File: src/rtl/pipe_perf_counters.sv
// pipe_perf_counters: per-cycle event counter bank with cycle limit, sticky overflow and coherent snapshot read
module pipe_perf_counters #(
  parameter int NUM_CH   = 4,
  parameter int CNT_W    = 32,
  parameter int SAT_MODE = 0,
  parameter int SEL_W    = $clog2(NUM_CH + 1)
) (
  input  logic              clk_i,
  input  logic              rst_i,
  input  logic              en_i,
  input  logic              clr_i,
  input  logic [NUM_CH-1:0] event_i,
  input  logic [CNT_W-1:0]  limit_i,
  input  logic              snap_i,
  input  logic [SEL_W-1:0]  rd_sel_i,
  output logic [CNT_W-1:0]  rd_data_o,
  output logic [NUM_CH-1:0] ovf_o,
  output logic              done_o,
  output logic [CNT_W-1:0]  cycle_o
);
  logic [CNT_W-1:0]  cnt_q [NUM_CH];
  logic [CNT_W-1:0]  cnt_d [NUM_CH];
  logic [CNT_W-1:0]  sh_q [NUM_CH+1];
  logic [CNT_W-1:0]  cyc_q, cyc_d, rd_q, rd_d;
  logic [NUM_CH-1:0] ovf_q, ovf_d;
  logic              done_q, done_d, active;

  function automatic logic [CNT_W-1:0] bump(input logic [CNT_W-1:0] v);
    return (&v && SAT_MODE != 0) ? v : v + CNT_W'(1);
  endfunction

  // next-state for live counters, overflow flags, limit stop and the shadow read mux
  always_comb begin
    active = en_i && !done_q && !clr_i;
    cyc_d  = clr_i ? '0 : active ? bump(cyc_q) : cyc_q;
    done_d = !clr_i && (done_q || (active && limit_i != '0 && cyc_q == limit_i - CNT_W'(1)));
    ovf_d  = '0;
    for (int k = 0; k < NUM_CH; k++) begin
      cnt_d[k] = clr_i ? '0 : (active && event_i[k]) ? bump(cnt_q[k]) : cnt_q[k];
      ovf_d[k] = !clr_i && (ovf_q[k] || (active && event_i[k] && &cnt_q[k]));
    end
    rd_d = '0;
    for (int i = 0; i <= NUM_CH; i++)
      if (rd_sel_i == SEL_W'(i)) rd_d = sh_q[i];
  end

  // state update; snapshot captures pre-edge live values independent of clear/count
  always_ff @(posedge clk_i) begin
    if (rst_i) begin
      for (int k = 0; k < NUM_CH; k++) cnt_q[k] <= '0;
      for (int i = 0; i <= NUM_CH; i++) sh_q[i] <= '0;
      cyc_q  <= '0;
      rd_q   <= '0;
      ovf_q  <= '0;
      done_q <= 1'b0;
    end else begin
      for (int k = 0; k < NUM_CH; k++) cnt_q[k] <= cnt_d[k];
      if (snap_i) begin
        for (int k = 0; k < NUM_CH; k++) sh_q[k] <= cnt_q[k];
        sh_q[NUM_CH] <= cyc_q;
      end
      cyc_q  <= cyc_d;
      rd_q   <= rd_d;
      ovf_q  <= ovf_d;
      done_q <= done_d;
    end
  end

  assign rd_data_o = rd_q;
  assign ovf_o     = ovf_q;
  assign done_o    = done_q;
  assign cycle_o   = cyc_q;
endmodule

File: config.mk
export PLATFORM = sky130hd
export DESIGN_NAME = pipe_perf_counters
export DESIGN_NICKNAME = d
export VERILOG_FILES = /design/src/rtl/pipe_perf_counters.sv
export SDC_FILE = /design/constraint.sdc
export NUM_CORES = 1
export LEC_CHECK = 0
export BUFFER_PORTS_ARGS = -buffer_cell sky130_fd_sc_hd__buf_2
export CAP_MARGIN = 20
export CORE_MARGIN = 1.5
export CORE_UTILIZATION = 60
export DETAILED_ROUTE_END_ITERATION = 10
export PLACE_DENSITY = 0.79
export RECOVER_POWER = 100
export SLEW_MARGIN = 25
export SYNTH_ARGS = -nofsm -noshare
export SYNTH_HDL_FRONTEND = slang
export SYNTH_SLANG_ARGS = --single-unit
export TNS_END_PERCENT = 30
File: constraint.sdc
create_clock -name clk_i -period 4.76 [get_ports clk_i]
set_input_delay 0.476 -clock clk_i [delete_from_list [all_inputs] [get_ports clk_i]]
set_output_delay 0.476 -clock clk_i [all_outputs]
set_load 0.01 [all_outputs]
==> impl_metrics.py <==
metrics = {
    "outcome": {
        "status": "finished with violations",
        "violations": "capacitance limit, slew limit",
    },
    "worst_hold_path": {
        "hold_depth": 3,
        "hold_class": "primary input to flop",
        "min_from": "event_i[0]",
        "min_to": "cnt_q[0][1]$_SDFFE_PP0P_",
    },
    "synth": {
        "ys.warnings.count": 0,
        "synth_top_flop_cell": "dfxtp_1",
        "synth_top_area_cell": "edfxtp_1",
        "synth_area_leaders": "edfxtp_1 (30%), dfxtp_1 (25%), and2_1 (6.5%), xor2_1 (5.4%), nor2_1 (4.7%)",
        "synth_edf_count": 160,
        "syn_inst": 1495,
        "yosysSeqAreaShare_pct": 54.8,
        "synth_common_cells": "nor2_1 (199), dfxtp_1 (197), and2_1 (165), edfxtp_1 (160), xor2_1 (98)",
        "avgSynthCellArea_um2": 10.7,
        "yosysMostFrequentCell": "nor2_1",
        "synth_top_area_share_pct": 30.1,
        "syn_area_mm2": 0.0160,
        "synthArstFlopShare_pct": 0,
        "ys_types": 63,
        "ys_seq_elements": 357,
        "syn_nets": 1545,
    },
    "drt": {
        "wl_per_cell_um": 19.1,
        "first_pass_iters": 8,
        "drtIter0Drc": 953,
        "antenna_left": 0,
        "wl_um": 37200,
        "viasPerCell": 5.92,
        "vias": 11500,
        "drc": 0,
    },
    "placement": {
        "hpwl_um": 25200,
        "numPortBuffers": 112,
        "dp.cells": 1883,
        "globalplace.congestion": 0.876,
    },
    "timing": {
        "fmax_mhz": 287,
        "hold_viol_final": 0,
        "setup_tns_ps": 0,
        "whs_ps": 305,
        "maxSlewViolCount": 192,
        "report.final.setup_viol": 0,
        "rsz0062_at_grt": "false",
        "fin_crit_ps": 3490,
        "slew_headroom_pct": -45.8,
        "fin_skew_ps": 13.3,
        "fin_crit_sh_pct": 73.3,
        "worst_pin_slew_ps": 2190,
    },
    "clocking": {
        "htreeDepth": 2,
        "ctsResizeCount": 0,
        "cts_buffer_depth": 3,
        "cts_tree": "built",
        "cts_inserted_buffers": 36,
        "insertion_delay_ps": 510,
        "cts-root-buf": "clkbuf_16",
        "clock_sinks": 357,
        "post-cts-setup-buffers": 0,
        "clkTransAtPathRegs_ps": 60,
        "ctsHoldBuffers": 0,
    },
    "power": {
        "p_per_area_mw_per_mm2": 351,
        "totalPowerFinal_w": 0.00625,
        "p_leak_nw": 6.11,
        "ir_drop_mv": 0.267,
    },
    "floorplanning": {
        "dieWidth_um": 166,
        "design.core.area_mm2": 0.0261,
        "dieArea_mm2": 0.0276,
        "die_h_um": 166,
        "start_util_pct": 61.3,
        "rows": 59,
        "ios": 113,
    },
    "global_routing": {
        "antenna_found_initial": 0,
        "grt_util_all_layers_pct": 26.9,
        "grt_pass1_vias": 11200,
        "grt_max_degree": 135,
        "grt_overflow": 0,
        "grt_pass1_wl_um": 59200,
    },
    "flow_run": {
        "maxCapViolCount": 4,
    },
    "finish": {
        "drive_above_1_share_pct": 9.31,
        "final_cells": 1948,
        "nets": 1636,
        "multi_input_area_mm2": 0.00686,
        "syn_to_final_growth_pct": 11.5,
        "fill_cells": 1972,
        "final-seq-area_mm2": 0.00875,
    },
    "worst_setup_path": {
        "rrSetupSlack_ps": 1880,
        "worst_ep_required_time_ps": 5100,
        "crit_arrival_ps": 3830,
        "reg2reg_to": "cnt_q[3][26]$_SDFFE_PP0P_",
        "start_kind": "primary input",
        "timing.rr.start": "done_o$_SDFF_PP0_",
        "end_kind": "flop",
        "r2r_cells": 7,
        "path_max_fanout": 52,
        "worstSetupPathType": "primary input to flop",
    },
}
## through the flow
| step | cell area [um2] | setup slack, ps | utilization, % |
|---|---|---|---|
| floorplan | 16000 | 1600 | - |
| global placement | 16800 | 1760 | 64.5 |
| detailed placement | 16800 | 1740 | 64.5 |
| CTS | 17900 | 1880 | 68.7 |
| global route | 17800 | 917 | 68.3 |
| finish | 17800 | 1270 | 68.3 |
## sequential cells by signal, indices dropped and copies added (netlist names)
register   flops
cnt_q        128
done_o         1
rd_data_o     32
sh_q         160
cycle_o       32
ovf_o          4
## report_power, final
group	switching, W	leakage [nW]	total [W]	internal, W
clock network	0.00113	0.539	0.00265	0.00152
registers	0.0000326	3.34	0.00331	0.00328
logic	0.000190	2.24	0.000294	0.000103
total	0.00135	6.11	0.00625	0.00490
## critical path: stages
cell	delay [ps]
clkbuf_1	690
nor2b_4	980
clkbuf_1	1330
and2_0	330
## per-layer routing
metal  up-vias  wire length (um)  GRT usage [%]
met5         -                 0              0
met4         0              1070           9.40
met3        71              2370           3.84
met2       400             17800           44.6
met1      5593             15900           36.4
li1       5462                 -              -
## logic make-up (layout without fill, tap and decap cells)
kind of cell             after synthesis  after routing  share of synthesized area (%)
AND/OR/NAND/NOR                      698            698                           23.2
flip-flops                           357            357                           54.8
XOR/XNOR                             154            154                           8.45
AO/OA/AOI/OAI                        141            141                           5.52
buffers and inverters                 96            213                           2.32
multiplexers                          43             43                           5.21
adder cells (fa/ha/maj)                6              6                          0.470
other                                  0              1                              0
## final cells by class
cell class / count / share of cell area, %
Clock inverter: 9 / 0.225
Timing Repair Buffer: 124 / 3.26
Multi-Input combinational cell: 1042 / 38.5
Tap cell: 335 / 2.36
Inverter: 25 / 0.527
Sequential cell: 357 / 49.2
Clock buffer: 55 / 5.92
Antenna cell: 1 / 0.0141
## how the worst max path moves through the flow
stage / from / end / slack, ps / depth (start not counted)
floorplan: rst_i / sh_q[0][0]$_SDFFCE_PN0P_ / 1600 / 2
global placement: clr_i / cnt_q[1][26]$_SDFFE_PP0P_ / 1760 / 8
detailed placement: clr_i / cnt_q[1][26]$_SDFFE_PP0P_ / 1740 / 8
CTS: done_o$_SDFF_PP0_ / cnt_q[1][26]$_SDFFE_PP0P_ / 1880 / 7
global route: rst_i / sh_q[0][87]$_SDFFCE_PN0P_ / 920 / 4
finish: rst_i / sh_q[0][53]$_SDFFCE_PN0P_ / 1270 / 4
## cell usage in the layout (no fill, tap or decap), types with 10 or more instances in the layout
master and n:
a21oi_1 38, a22oi_1 34, and2_0 109, and2_1 56, and3_1 27, and4_1 12, buf_2 41, clkbuf_1 84
clkbuf_16 37, dfxtp_1 197, edfxtp_1 160, inv_1 25, mux2i_1 10, mux4_2 32, nand2_1 84, nand3_1 55
nand4_1 44, nor2_1 199, nor3_1 21, nor4_1 17, o21ai_0 36, or3_1 32, xnor2_1 56, xor2_1 98
(Power assumes the default switching activity.)
